## config.mk

```make
export PLATFORM = sky130hd
export DESIGN_NAME = clock_gen_bank
export DESIGN_NICKNAME = d
export VERILOG_FILES = /design/src/rtl/clock_gen_pkg.sv /design/src/rtl/clk_div_channel.sv /design/src/rtl/clock_gen_bank.sv
export SDC_FILE = /design/constraint.sdc
export NUM_CORES = 1
export LEC_CHECK = 0
export BUFFER_PORTS_ARGS = -buffer_cell sky130_fd_sc_hd__buf_2
export CAP_MARGIN = 10
export CORE_MARGIN = 1.5
export CORE_UTILIZATION = 30
export DETAILED_ROUTE_END_ITERATION = 12
export GPL_ROUTABILITY_DRIVEN = 0
export PLACE_DENSITY = 0.47
export SYNTH_ARGS = -nofsm -noshare
export SYNTH_HDL_FRONTEND = slang
export SYNTH_HIERARCHICAL = 1
export SYNTH_SLANG_ARGS = --single-unit
```

## constraint.sdc

```tcl
create_clock -name clock -period 4.5 [get_ports clock]
set_input_delay 0.225 -clock clock [delete_from_list [all_inputs] [get_ports clock]]
set_output_delay 0.225 -clock clock [all_outputs]
set_load 0.005 [all_outputs]
```

## src/rtl/clock_gen_pkg.sv

```systemverilog
// Shared definitions for the generated-clock bank: sequencer states and
// the role assigned to each channel index.
package clock_gen_pkg;

    typedef enum logic [1:0] {
        IDLE    = 2'd0,
        WAIT    = 2'd1,
        RELEASE = 2'd2,
        RUN     = 2'd3
    } seq_state_e;

    localparam int CH_IMEM = 0;
    localparam int CH_DMEM = 1;
    localparam int CH_PROC = 2;
    localparam int CH_REGF = 3;

endpackage

```

## src/rtl/clk_div_channel.sv

```systemverilog
// One generated clock: half-period counter, phase, shadow/active settings
// and the output flop. New settings take effect only at a 1->0 phase boundary.
module clk_div_channel #(
    parameter int               DIV_W   = 8,
    parameter logic [DIV_W-1:0] DEF_HP  = '0,
    parameter logic             DEF_INV = 1'b0
) (
    input  logic             clk_i,
    input  logic             rst_ni,
    input  logic             en_i,
    input  logic             wr_en_i,
    input  logic [DIV_W-1:0] wr_hp_i,
    input  logic             wr_inv_i,
    output logic             clk_o
);

    logic [DIV_W-1:0] cnt_q, cnt_d;
    logic [DIV_W-1:0] hp_q, hp_d;
    logic [DIV_W-1:0] sh_hp_q, sh_hp_d;
    logic             phase_q, phase_d;
    logic             inv_q, inv_d;
    logic             sh_inv_q, sh_inv_d;
    logic             run_q, run_d;
    logic             out_q, out_d;
    logic             at_hp_s;

    // Next-state logic for shadow settings, divider and output value
    always_comb begin
        at_hp_s = (cnt_q == hp_q);

        if (wr_en_i) begin
            sh_hp_d  = wr_hp_i;
            sh_inv_d = wr_inv_i;
        end else begin
            sh_hp_d  = sh_hp_q;
            sh_inv_d = sh_inv_q;
        end

        // run_q marks the first enabled edge, which only presents inv
        if (!en_i) begin
            cnt_d   = '0;
            phase_d = 1'b0;
            run_d   = 1'b0;
            hp_d    = sh_hp_q;
            inv_d   = sh_inv_q;
            out_d   = 1'b0;
        end else if (!run_q) begin
            cnt_d   = '0;
            phase_d = 1'b0;
            run_d   = 1'b1;
            hp_d    = hp_q;
            inv_d   = inv_q;
            out_d   = inv_q;
        end else if (at_hp_s) begin
            cnt_d   = '0;
            phase_d = ~phase_q;
            run_d   = 1'b1;
            hp_d    = phase_q ? sh_hp_q  : hp_q;
            inv_d   = phase_q ? sh_inv_q : inv_q;
            out_d   = (~phase_q) ^ inv_d;
        end else begin
            cnt_d   = cnt_q + {{(DIV_W-1){1'b0}}, 1'b1};
            phase_d = phase_q;
            run_d   = 1'b1;
            hp_d    = hp_q;
            inv_d   = inv_q;
            out_d   = phase_q ^ inv_q;
        end
    end

    // Channel state registers
    always_ff @(posedge clk_i or negedge rst_ni) begin
        if (!rst_ni) begin
            cnt_q    <= '0;
            phase_q  <= 1'b0;
            run_q    <= 1'b0;
            hp_q     <= DEF_HP;
            inv_q    <= DEF_INV;
            sh_hp_q  <= DEF_HP;
            sh_inv_q <= DEF_INV;
            out_q    <= 1'b0;
        end else begin
            cnt_q    <= cnt_d;
            phase_q  <= phase_d;
            run_q    <= run_d;
            hp_q     <= hp_d;
            inv_q    <= inv_d;
            sh_hp_q  <= sh_hp_d;
            sh_inv_q <= sh_inv_d;
            out_q    <= out_d;
        end
    end

    assign clk_o = out_q;

endmodule

```

## src/rtl/clock_gen_bank.sv

```systemverilog
// Generated clock bank: NUM_CH divided clocks with a power-up sequencer that
// enables channels one after another and reports ready when all run.
module clock_gen_bank
    import clock_gen_pkg::*;
#(
    parameter  int NUM_CH      = 4,
    parameter  int DIV_W       = 8,
    parameter  int DEF_HP      = 0,
    parameter  int DEF_INV     = 0,
    parameter  int START_DLY   = 16,
    parameter  int RELEASE_GAP = 4,
    localparam int CH_W        = (NUM_CH > 1) ? $clog2(NUM_CH) : 1
) (
    input  logic              clock,
    input  logic              reset,
    input  logic              cfg_we,
    input  logic [CH_W-1:0]   cfg_ch,
    input  logic [DIV_W-1:0]  cfg_hp,
    input  logic              cfg_inv,
    output logic [NUM_CH-1:0] clk_out,
    output logic [NUM_CH-1:0] ch_en,
    output logic              ready
);

    localparam int DLY_MAX = (START_DLY > RELEASE_GAP) ? START_DLY : RELEASE_GAP;
    localparam int DLY_W   = $clog2(DLY_MAX + 1);

    seq_state_e        state_q;
    logic [DLY_W-1:0]  dly_q;
    logic [CH_W-1:0]   idx_q;
    logic [NUM_CH-1:0] ch_en_q;
    logic              ready_q;
    logic [NUM_CH-1:0] wr_vec_s;

    // Decode the write strobe; indices with no channel match nothing
    always_comb begin
        wr_vec_s = '0;
        for (int i = 0; i < NUM_CH; i++) begin
            if (cfg_we && (cfg_ch == CH_W'(i))) begin
                wr_vec_s[i] = 1'b1;
            end else begin
                wr_vec_s[i] = 1'b0;
            end
        end
    end

    // Power-up sequencer: start delay, staggered enables, then RUN
    always_ff @(posedge clock or negedge reset) begin
        if (!reset) begin
            state_q <= IDLE;
            dly_q   <= '0;
            idx_q   <= '0;
            ch_en_q <= '0;
            ready_q <= 1'b0;
        end else begin
            case (state_q)
                IDLE: begin
                    dly_q   <= '0;
                    state_q <= WAIT;
                end
                WAIT: begin
                    if (dly_q == DLY_W'(START_DLY - 1)) begin
                        dly_q      <= '0;
                        ch_en_q[0] <= 1'b1;
                        if (NUM_CH == 1) begin
                            state_q <= RUN;
                            ready_q <= 1'b1;
                        end else begin
                            idx_q   <= CH_W'(1);
                            state_q <= RELEASE;
                        end
                    end else begin
                        dly_q <= dly_q + DLY_W'(1);
                    end
                end
                RELEASE: begin
                    if (dly_q == DLY_W'(RELEASE_GAP - 1)) begin
                        dly_q          <= '0;
                        ch_en_q[idx_q] <= 1'b1;
                        if (idx_q == CH_W'(NUM_CH - 1)) begin
                            state_q <= RUN;
                            ready_q <= 1'b1;
                        end else begin
                            idx_q <= idx_q + CH_W'(1);
                        end
                    end else begin
                        dly_q <= dly_q + DLY_W'(1);
                    end
                end
                RUN: begin
                    ready_q <= 1'b1;
                end
                default: begin
                    state_q <= IDLE;
                    ready_q <= 1'b0;
                end
            endcase
        end
    end

    for (genvar g = 0; g < NUM_CH; g++) begin : g_ch
        clk_div_channel #(
            .DIV_W   (DIV_W),
            .DEF_HP  (DIV_W'(DEF_HP)),
            .DEF_INV (DEF_INV != 0)
        ) u_ch (
            .clk_i    (clock),
            .rst_ni   (reset),
            .en_i     (ch_en_q[g]),
            .wr_en_i  (wr_vec_s[g]),
            .wr_hp_i  (cfg_hp),
            .wr_inv_i (cfg_inv),
            .clk_o    (clk_out[g])
        );
    end

    assign ch_en = ch_en_q;
    assign ready = ready_q;

endmodule

```

==> impl_metrics.json <==
{
  "yosysTopAreaCellShare_pct": 54.2,
  "synth_xor_area_share_pct": 8.17,
  "die-area_sq_um": 20900,
  "synth-edff-count": 0,
  "whs_endpoint": "g_ch[2].u_ch/sh_hp_q[3]",
  "finalSetupViolations": 0,
  "wl_per_cell_um": 15.2,
  "ios": 23,
  "dp_cells": 750,
  "ys_warn_count": 6,
  "p_sw_mw": 1.14,
  "setup_tns_ns": 0,
  "diodes": 0,
  "area_growth_syn_to_layout_pct": 16.9,
  "synth_cell_types": 40,
  "first_pass_iters": 4,
  "async_flop_share_pct": 100,
  "slew_viol_final": 0,
  "rsz0062_at_grt": "false",
  "yosys.area.top_type": "dfrtp_1",
  "clock_path_buffers": 2,
  "critPathMaxFanout": 9,
  "syn_area_per_cell_sq_um": 12.9,
  "p_clk_share_pct": 33.9,
  "min_path_type": "in -> reg",
  "min_from": "cfg_hp[3]",
  "path_clk_slew_ns": 0.06,
  "nFillCells": 1954,
  "synth-seq-cells": 130,
  "synth_fp_nets": 496,
  "relSlewSlack_pct": 39.4,
  "cp.arrival_ns": 2.28,
  "fmax_mhz": 504,
  "rows": 51,
  "drtIter0Drc": 181,
  "die-width_um": 144,
  "clk_latency_ns": 0.41,
  "synth_ff_type": "dfrtp_1",
  "post_cts.repair.setup_buffers": 0,
  "finish.instance_area_sq_um": 7020,
  "ctsResizeCount": 0,
  "min_period_ns": 1.98,
  "fin_crit_sh_pct": 44.1,
  "cts_buffers": 17,
  "drt_wl_total_um": 11900,
  "dieHeight_um": 144,
  "synth_simple_gate_area_share_pct": 12.8,
  "finalHoldViolCount": 0,
  "grt_usage_pct": 12.8,
  "drive_above_1_share_pct": 30.6,
  "total_power_mw": 3.81,
  "rr_startpoint": "g_ch[2].u_ch/cnt_q[2]",
  "seq_area_sq_um": 3250,
  "combPwrFrac_pct": 21.5,
  "io_buffers": 22,
  "synth-compound-area-share_pct": 6.21,
  "cts_tree": "built",
  "switching_share_pct": 29.8,
  "fin_skew_ns": 0.00772,
  "grt_start_max_net_pins": 72,
  "final_nets": 535,
  "core_sq_um": 19500,
  "vias": 3669,
  "placed_area_sq_um": 6450,
  "synth_mux_area_share_pct": 14.2,
  "drv_cap": 0,
  "syn_area_sq_um": 6000,
  "slowest_stage": "o31ai_4",
  "power_frac_seq_pct": 44.7,
  "multiInputGateArea_sq_um": 2680,
  "r2r-end": "g_ch[2].u_ch/hp_q[2]",
  "synthCells": 466,
  "first_global_vias": 3856,
  "p_leak_nw": 2.90,
  "tightest_slew_ns": 0.909,
  "synth_fa_ha_area_share_pct": 3.33,
  "ctsHoldBuffers": 1,
  "dp_hpwl_um": 8260,
  "cp-end-kind": "flip-flop",
  "routed_via_density": 4.69,
  "p_int_mw": 2.67,
  "slowest_delay_ns": 0.55,
  "synth_top_family_by_area": "multiplexers",
  "cellPowerDensity_nw_per_um2": 543,
  "grt_pass1_wl_um": 19900,
  "synth_commonest_cells": "130 x dfrtp_1, 73 x mux2_2, 36 x xnor2_1, 28 x nor3_1, 22 x nand3_1",
  "cp_data_required_time_ns": 4.79,
  "ff2ff_setup_slack_ns": 2.52,
  "crit_type": "reg -> reg",
  "crit_path_start_kind": "flip-flop",
  "yosys-top-cells-area": "dfrtp_1 54%, mux2_2 14%, xnor2_1 5.3%",
  "path_cells": "xnor2_1, nand4_2, o31ai_4, mux2_2",
  "ant_nets": 0,
  "stdcell_count": 782,
  "holdPathStages": 2,
  "yosysMostFrequentCell": "dfrtp_1",
  "status": "finished clean",
  "htreeDepth": 4,
  "start_util_pct": 30.7,
  "grt.overflow.total": 0,
  "yosysSeqAreaShare_pct": 54.2,
  "drc": 0,
  "antenna_found_initial": 1,
  "clkSinkCount": 130,
  "reg2regPathDepth": 4,
  "peakVddDrop_uv": 293,
  "clock-root-buffer": "clkbuf_16"
}
critical path: cells and delay by family, from the launching register on:
kind                      cells  cell delay (ns)
and+or+nand+nor               1             0.25
muxes                         1             0.40
DFF                           1             0.44
AOI/OAI and AO/OA             1             0.55
xor gates and xnor gates      1             0.22
layer usage:
| layer | track usage (%) | share of wire [%] |
|---|---|---|
| met1 | 16.3 | 47 |
| met2 | 20.3 | 48 |
| met3 | 4.50 | 3.8 |
| met4 | 3.99 | 1.0 |
| met5 | 0 | 0.11 |
sequential cells by signal, summed over array words and instances, names as in the netlist:
register            count
g_ch.u_ch/cnt_q        32
g_ch.u_ch/hp_q         32
g_ch.u_ch/sh_hp_q      32
dly_q                   5
ch_en                   4
g_ch.u_ch/clk_o         4
g_ch.u_ch/inv_q         4
g_ch.u_ch/phase_q       4
g_ch.u_ch/run_q         4
g_ch.u_ch/sh_inv_q      4
idx_q                   2
state_q                 2
ready                   1
worst max path at each step:
stage / from / to / slack (ns) / cells after the start
floorplan: g_ch[0].u_ch/cnt_q[0] / g_ch[0].u_ch/hp_q[0] / 2.78 / 4
global placement: g_ch[2].u_ch/cnt_q[2] / g_ch[2].u_ch/hp_q[5] / 2.58 / 4
detailed placement: g_ch[2].u_ch/cnt_q[2] / g_ch[2].u_ch/hp_q[5] / 2.53 / 4
CTS: g_ch[2].u_ch/cnt_q[2] / g_ch[2].u_ch/hp_q[2] / 2.50 / 4
global route: g_ch[2].u_ch/cnt_q[2] / g_ch[2].u_ch/hp_q[2] / 2.31 / 4
finish: g_ch[2].u_ch/cnt_q[2] / g_ch[2].u_ch/hp_q[2] / 2.52 / 4
final cells by class:
class                      count  area share [%]
inverter                      12           0.642
clock buffer                  23            6.81
tap                          265            4.73
clock inverter                 8            1.14
timing repair buffer          26            2.07
multi-input combinational    318            38.2
sequential                   130            46.4
per-stage QoR:
stage          utilization [%]  worst slack, ns  hold WS, ns
5_1_grt                   35.9             2.31        0.116
4_1_cts                   35.9             2.50        0.117
3_3_place_gp              33.0             2.58        0.399
3_5_place_dp              33.0             2.53        0.422
6_report                  35.9             2.52        0.133
2_1_floorplan                -             2.78      -0.0706
power groups by stage:
stage / combinational (mW) / sequential (mW) / clock, mW
after global routing: 0.926 / 1.75 / 1.39
after detailed placement: 0.821 / 1.72 / 0
final: 0.818 / 1.70 / 1.29
after CTS: 0.830 / 1.71 / 1.34
after global placement: 0.796 / 1.72 / 0
after floorplan: 0.669 / 1.64 / 0
layout by cell type (no fill, tap or decap), types with 4 or more instances in the layout:
cell type / count
dfrtp_1: 130
mux2_2: 73
xnor2_1: 36
nor3_1: 28
nand3_1: 22
buf_2: 21
xor2_1: 20
clkbuf_16: 17
nand2_1: 16
ha_1: 16
inv_1: 12
nor2_1: 12
nand4_2: 8
a21oi_1: 7
nor3b_1: 6
nor2b_1: 6
nand2b_1: 6
and3_1: 5
nand3b_1: 5
o21ai_0: 5
o31ai_1: 4
and3_2: 4
o22ai_1: 4
o32a_2: 4
a21boi_0: 4
or3_2: 4
o31ai_4: 4
buf_4: 4
kinds of logic after synthesis:
group | count (synthesis)
xor+xnor | 56
fa+ha+maj | 16
simple gates | 129
flops | 130
mux | 76
buf+inv | 18
compound gates | 41
(Power assumes the default switching activity.)
